<file path="src/rtl/div_sequencer_if.sv">
// div_sequencer_if
// Bundles the execute-stage side of the multi-cycle divider.
//   startE    : DIV/DIVU held in the execute stage (level)
//   signedE   : 1 = DIV (signed), 0 = DIVU
//   a, b      : dividend / divisor, sampled when a start is accepted
//   cancel    : flush / exception, aborts any operation in progress
//   stall_div : hold the pipeline at E and earlier stages
//   ready     : one-cycle pulse, hi/lo valid this cycle
//   hi, lo    : remainder / quotient
// The master modport is the pipeline, the slave modport is the divider.
interface div_sequencer_if #(
    parameter int WIDTH = 32
);
    logic             startE;
    logic             signedE;
    logic [WIDTH-1:0] a;
    logic [WIDTH-1:0] b;
    logic             cancel;
    logic             stall_div;
    logic             ready;
    logic [WIDTH-1:0] hi;
    logic [WIDTH-1:0] lo;

    modport master (
        output startE, signedE, a, b, cancel,
        input  stall_div, ready, hi, lo
    );

    modport slave (
        input  startE, signedE, a, b, cancel,
        output stall_div, ready, hi, lo
    );
endinterface

</file>
<file path="src/rtl/div_sequencer.sv">
// div_sequencer
// Radix-2 restoring divider for the HI/LO path. One quotient bit per
// cycle; the pipeline is stalled while a division is in flight. On
// completion the remainder is presented on hi and the quotient on lo
// for one ready cycle, and both hold until the next completion.
// Ports:
//   clk : pipeline clock
//   rst : synchronous, active-high reset
//   bus : div_sequencer_if.slave (startE, signedE, a, b, cancel in;
//         stall_div, ready, hi, lo out)
module div_sequencer #(
    parameter int WIDTH = 32
) (
    input  logic             clk,
    input  logic             rst,
    div_sequencer_if.slave   bus
);
    localparam int CW = (WIDTH > 1) ? $clog2(WIDTH) : 1;
    localparam logic [CW-1:0] LAST_ITER = CW'(WIDTH - 1);

    typedef enum logic [1:0] {
        S_IDLE = 2'd0,
        S_RUN  = 2'd1,
        S_DONE = 2'd2
    } state_t;

    // Two's-complement negation; wraps for the most negative value.
    function automatic logic [WIDTH-1:0] neg_f(input logic [WIDTH-1:0] v);
        return (~v) + {{(WIDTH-1){1'b0}}, 1'b1};
    endfunction

    state_t           state_q, state_d;
    logic [CW-1:0]    cnt_q, cnt_d;
    logic [WIDTH-1:0] rem_q, rem_d;     // partial remainder
    logic [WIDTH-1:0] quo_q, quo_d;     // dividend bits shift out, quotient bits shift in
    logic [WIDTH-1:0] dvs_q, dvs_d;     // divisor magnitude
    logic             neg_quo_q, neg_quo_d;
    logic             neg_rem_q, neg_rem_d;
    logic [WIDTH-1:0] hi_q, hi_d;
    logic [WIDTH-1:0] lo_q, lo_d;

    logic [WIDTH:0]   rem_sh_s;         // {remainder, next dividend bit}
    logic [WIDTH:0]   trial_s;
    logic [WIDTH-1:0] rem_step_s;
    logic [WIDTH-1:0] quo_step_s;
    logic             a_neg_s;
    logic             b_neg_s;

    // One restoring step: shift, trial-subtract, keep result if non-negative.
    always_comb begin
        rem_sh_s = {rem_q, quo_q[WIDTH-1]};
        trial_s  = rem_sh_s - {1'b0, dvs_q};
        if (trial_s[WIDTH] == 1'b0) begin
            rem_step_s = trial_s[WIDTH-1:0];
            quo_step_s = {quo_q[WIDTH-2:0], 1'b1};
        end else begin
            rem_step_s = rem_sh_s[WIDTH-1:0];
            quo_step_s = {quo_q[WIDTH-2:0], 1'b0};
        end
    end

    // Operand signs only matter for DIV.
    always_comb begin
        a_neg_s = bus.signedE & bus.a[WIDTH-1];
        b_neg_s = bus.signedE & bus.b[WIDTH-1];
    end

    // Next-state and datapath update; cancel overrides start and completion.
    always_comb begin
        state_d   = state_q;
        cnt_d     = cnt_q;
        rem_d     = rem_q;
        quo_d     = quo_q;
        dvs_d     = dvs_q;
        neg_quo_d = neg_quo_q;
        neg_rem_d = neg_rem_q;
        hi_d      = hi_q;
        lo_d      = lo_q;
        if (bus.cancel) begin
            state_d = S_IDLE;
        end else begin
            case (state_q)
                S_IDLE: begin
                    if (bus.startE) begin
                        if (bus.b == {WIDTH{1'b0}}) begin
                            lo_d    = {WIDTH{1'b1}};
                            hi_d    = bus.a;
                            state_d = S_DONE;
                        end else begin
                            neg_quo_d = a_neg_s ^ b_neg_s;
                            neg_rem_d = a_neg_s;
                            quo_d     = a_neg_s ? neg_f(bus.a) : bus.a;
                            dvs_d     = b_neg_s ? neg_f(bus.b) : bus.b;
                            rem_d     = {WIDTH{1'b0}};
                            cnt_d     = {CW{1'b0}};
                            state_d   = S_RUN;
                        end
                    end else begin
                        state_d = S_IDLE;
                    end
                end
                S_RUN: begin
                    rem_d = rem_step_s;
                    quo_d = quo_step_s;
                    if (cnt_q == LAST_ITER) begin
                        // Sign fix-up folded into the final iteration.
                        lo_d    = neg_quo_q ? neg_f(quo_step_s) : quo_step_s;
                        hi_d    = neg_rem_q ? neg_f(rem_step_s) : rem_step_s;
                        cnt_d   = {CW{1'b0}};
                        state_d = S_DONE;
                    end else begin
                        cnt_d   = cnt_q + {{(CW-1){1'b0}}, 1'b1};
                        state_d = S_RUN;
                    end
                end
                S_DONE: begin
                    // startE here still belongs to the finishing instruction.
                    state_d = S_IDLE;
                end
                default: begin
                    state_d = S_IDLE;
                end
            endcase
        end
    end

    // State and datapath registers with synchronous reset.
    always_ff @(posedge clk) begin
        if (rst) begin
            state_q   <= S_IDLE;
            cnt_q     <= {CW{1'b0}};
            rem_q     <= {WIDTH{1'b0}};
            quo_q     <= {WIDTH{1'b0}};
            dvs_q     <= {WIDTH{1'b0}};
            neg_quo_q <= 1'b0;
            neg_rem_q <= 1'b0;
            hi_q      <= {WIDTH{1'b0}};
            lo_q      <= {WIDTH{1'b0}};
        end else begin
            state_q   <= state_d;
            cnt_q     <= cnt_d;
            rem_q     <= rem_d;
            quo_q     <= quo_d;
            dvs_q     <= dvs_d;
            neg_quo_q <= neg_quo_d;
            neg_rem_q <= neg_rem_d;
            hi_q      <= hi_d;
            lo_q      <= lo_d;
        end
    end

    // Stall and ready must react in the same cycle as cancel/reset, so they
    // are gated combinationally on top of the registered state.
    always_comb begin
        bus.stall_div = ~rst & bus.startE & ~bus.cancel & (state_q != S_DONE);
        bus.ready     = ~rst & ~bus.cancel & (state_q == S_DONE);
        bus.hi        = hi_q;
        bus.lo        = lo_q;
    end
endmodule

</file>
<file path="src/flat_wrapper.sv">
// flat-port wrapper written by rule: the top's interface ports become plain ports
module div_sequencer_flat 
#(
    parameter int WIDTH = 32
)
  (clk, rst, bus_startE, bus_signedE, bus_a, bus_b, bus_cancel, bus_stall_div, bus_ready, bus_hi, bus_lo);
  div_sequencer_if #(.WIDTH(WIDTH)) bus_i ();
  input  logic clk;
  input  logic rst;
  input wire logic [$bits(bus_i.startE)-1:0] bus_startE;
  input wire logic [$bits(bus_i.signedE)-1:0] bus_signedE;
  input wire logic [$bits(bus_i.a)-1:0] bus_a;
  input wire logic [$bits(bus_i.b)-1:0] bus_b;
  input wire logic [$bits(bus_i.cancel)-1:0] bus_cancel;
  output wire logic [$bits(bus_i.stall_div)-1:0] bus_stall_div;
  output wire logic [$bits(bus_i.ready)-1:0] bus_ready;
  output wire logic [$bits(bus_i.hi)-1:0] bus_hi;
  output wire logic [$bits(bus_i.lo)-1:0] bus_lo;
  assign bus_i.startE = bus_startE;
  assign bus_i.signedE = bus_signedE;
  assign bus_i.a = bus_a;
  assign bus_i.b = bus_b;
  assign bus_i.cancel = bus_cancel;
  assign bus_stall_div = bus_i.stall_div;
  assign bus_ready = bus_i.ready;
  assign bus_hi = bus_i.hi;
  assign bus_lo = bus_i.lo;
  div_sequencer #(.WIDTH(WIDTH)) u_core (.clk(clk), .rst(rst), .bus(bus_i));
endmodule
</file>
<file path="config.mk">
export PLATFORM = sky130hd
export DESIGN_NAME = div_sequencer_flat
export DESIGN_NICKNAME = d
export VERILOG_FILES = /design/src/rtl/div_sequencer_if.sv /design/src/rtl/div_sequencer.sv /design/src/flat_wrapper.sv
export SDC_FILE = /design/constraint.sdc
export NUM_CORES = 1
export LEC_CHECK = 0
export CAP_MARGIN = 20
export CORE_MARGIN = 2
export CORE_UTILIZATION = 58
export DETAILED_ROUTE_END_ITERATION = 10
export GPL_TIMING_DRIVEN = 1
export PLACE_DENSITY = 0.82
export SYNTH_ARGS = -nofsm -noshare
export SYNTH_HDL_FRONTEND = slang
export SYNTH_SLANG_ARGS = --single-unit
</file>
<file path="constraint.sdc">
create_clock -name clk -period 6.6 [get_ports clk]
set_clock_uncertainty 0.1 [all_clocks]
set_input_delay 1.32 -clock clk [delete_from_list [all_inputs] [get_ports clk]]
set_output_delay 1.32 -clock clk [all_outputs]
set_load 0.01 [all_outputs]
</file>
==> qor.txt <==
Worst path top cell family by delay = compound AO/OA/AOI/OAI gates
DRC Markers = 0
Post-DRT Antenna Nets = 0
final hold vios = 0
DR vias = 12300
hold_ws = 367 ps
Hold WC Path Type = reg -> reg
Power Internal = 1.79 mW
FF+latch area = 3380 µm²
RSZ-0062 raised after global routing = no
initial DRC count = 1087
initial core utilization = 58.8%
worst relative slew slack = 27.9%
Final Critical Period = 5300 ps
ys flop type = dfxtp_1
CTS tree = yes
Die Y-Extent = 147 µm
setup ws final = 1300 ps
most frequent cells after synthesis = 260 x nor2_1, 169 x dfxtp_1, 124 x a21oi_1
postcts setup bufs = 0
Gate power share = 21.1%
Synth Register Bits = 169
vias per std cell = 6.33
Tcrit/Tclk final = 80.3%
clk_lat worst skew = 440 ps
Ports = 135
leakage = 5.17 nW
clock root cell = clkbuf_16
most frequent cell after synthesis = nor2_1
vias in the first global route = 11200
Switch Pwr = 0.884 mW
Crit path arrival time = 5540 ps
FF-to-FF Start = u_core.quo_q[31]
cts bufs inserted = 17
CP required = 6840 ps
die area = 21600 µm²
Layout Nets = 1766
DRT Wirelength = 35700 µm
CP cell instances = inv_1 -> ha_1 -> fa_1 -> nand2b_1 -> a21oi_1 -> buf_4 -> o21ai_1 -> a211o_1 -> a211oi_4 -> inv_2 -> buf_4 -> a21oi_1 -> ha_1 -> inv_1 -> nor3b_1 -> nand2_1 -> o32ai_1 -> nand2b_1 -> o41ai_1 -> xor2_1 -> a221oi_1
Syn. warnings = 0
post-synth top area share = 28.5%
worst hold stages = 2
status = finished clean
first-pass GRT wire length = 57200 µm
ratio of cells with drive above 1 in the final layout = 5.69%
switch share = 33.1%
mapped cell area = 11900 µm²
synth top area cells = dfxtp_1 29%, nor2_1 8.2%, a211oi_1 5.7%, a21oi_1 5.2%, xnor2_1 5.2%
Avg Cell Area, Syn = 7.46 µm²
# port buffers = 134
crit path capture type = register
fin. max-slew vios = 0
Setup Crit Path Kind = reg -> reg
area of the multi-input gates = 7910 µm²
max_cap viols = 0
total track usage = 32.4%
fmax = 0.189 GHz
fillers = 1766
critical path's largest stage delay = 470 ps
DRT Pass-1 Iters = 6
Min-Delay Startpoint = u_core.dvs_q[22]
Synth Instances = 1590
pre-CTS setup slack = 1360 ps
Mapped Nets = 1698
Worst-Margin Slew = 1080 ps
P per Cell Area = 191 nW/µm²
crit start category = register
Worst Hold Path EP = u_core.dvs_q[22]
n_diodes = 0
Seq/Total Area, Yosys = 28.5%
Post-CTS Resized = 0
reg2reg end = u_core.bus.hi[30]
R2R Setup Slk = 1300 ps
CTS Buffer Depth = 2
CTS hold repair buffers = 0
clock network power share = 38.6%
initial antenna violation count = 0
CP Buf/Inv Count = 5
H-Tree Depth = 4
sequential share of power = 40.2%
post-synth top area cell = dfxtp_1
Core ar. = 20200 µm²
Post-synth EDFFs = 0
GRT overflow = 0
FF-to-FF path depth = 21
Area Overhead vs Synth = 17.5%
Worst-path clk slew = 80 ps
final setup TNS = 0 ps
critical-path maximum fanout = 16
GPL Wtd Cong = 0.959
largest net degree at the start of global routing = 104
CP max stage cell = o32ai_1
# setup viols final = 0
Avg WL per Cell = 18.4 µm
Row Count = 52
Synth cell types = 72
worst vdd ir = 195 µV
detailed placement HPWL = 26200 µm
Final Util = 69.1%
fraction of registers with async set or reset after synthesis = 0%
clock sinks = 169
Die Width = 147 µm
worst reg2reg max path: cells and delay by family (launching register included):
| kind | cells | cell delay (ps) |
|---|---|---|
| DFF | 1 | 350 |
| AOI/OAI and AO/OA | 8 | 2370 |
| xor gates and xnor gates | 1 | 110 |
| buffers and inverters | 5 | 590 |
| and+or+nand+nor | 4 | 810 |
| adders and majority gates | 3 | 880 |
cells in the final DEF, fill, tap and decap left out, types with 12 or more instances in the layout:
cell / count
xor2_1: 58
nand2_1: 117
a22oi_1: 30
inv_1: 57
xnor2_1: 70
clkbuf_16: 17
mux2_2: 23
or3_1: 18
o21ai_0: 70
o21a_1: 12
dfxtp_1: 169
nand3_1: 20
o31ai_1: 24
a311oi_1: 28
a21oi_1: 124
a21o_1: 14
nor2_1: 259
buf_4: 16
nand2b_1: 16
clkdlybuf4s50_1: 133
nor3_1: 48
o41ai_1: 14
nor4_1: 20
ha_1: 38
a211oi_1: 90
sequential cells by signal, summed over array words and instances, names as in the netlist:
register	cells
u_core.cnt_q	5
u_core.bus.hi	32
u_core.rem_q	32
u_core.dvs_q	32
u_core.neg_quo_q	1
u_core.state_q	2
u_core.neg_rem_q	1
u_core.quo_q	32
u_core.bus.lo	32
cells by family after synthesis:
group                    count (synthesis)  share of synthesized area (%)
AND/OR/NAND/NOR                        577                           22.3
AO/OA/AOI/OAI                          484                           27.4
flip-flops                             169                           28.5
buffers and inverters                  160                           5.14
XOR/XNOR                               128                           9.45
adder cells (fa/ha/maj)                 39                           4.18
multiplexers                            33                           3.03
stage by stage:
stage	power, mW	cells	area (µm²)
6_report	2.67	1941	13900
3_5_place_dp	1.64	1909	13300
2_1_floorplan	1.47	1590	11900
4_1_cts	2.66	1941	13900
5_1_grt	2.77	1941	13900
3_3_place_gp	1.64	1908	13300
worst max path at each step:
stage / start / to / slack [ps] / cells after the start
floorplan: u_core.quo_q[31] / u_core.bus.hi[22] / 1470 / 23
global placement: u_core.quo_q[31] / u_core.bus.hi[30] / 1530 / 21
detailed placement: u_core.quo_q[31] / u_core.bus.hi[28] / 1360 / 21
CTS: u_core.quo_q[31] / u_core.bus.hi[28] / 1390 / 21
global route: u_core.quo_q[31] / u_core.bus.hi[28] / 760 / 21
finish: u_core.quo_q[31] / u_core.bus.hi[30] / 1300 / 21
cell type report:
| type | count | share of cell area, % |
|---|---|---|
| Clock buffer | 18 | 3.15 |
| Tap cell | 270 | 2.42 |
| Clock inverter | 14 | 1.26 |
| Inverter | 58 | 1.56 |
| Multi-Input combinational cell | 1261 | 56.7 |
| Sequential cell | 169 | 24.3 |
| Timing Repair Buffer | 151 | 10.6 |
layer usage:
| layer | vias up | global-route usage [%] | share of wire [%] |
|---|---|---|---|
| met3 | 77 | 4.94 | 7.7 |
| met5 | - | 0 | 0 |
| li1 | 5918 | - | - |
| met1 | 5776 | 43.3 | 43 |
| met2 | 525 | 54.2 | 47 |
| met4 | 0 | 9.95 | 2.5 |
power by group through the flow:
stage | combinational [mW] | clock (mW) | sequential, mW
6_report | 0.565 | 1.03 | 1.07
5_1_grt | 0.617 | 1.08 | 1.08
4_1_cts | 0.553 | 1.04 | 1.07
3_5_place_dp | 0.548 | 0 | 1.10
3_3_place_gp | 0.541 | 0 | 1.10
2_1_floorplan | 0.380 | 0 | 1.09
No activity file was read; power rests on OpenSTA's default activity.
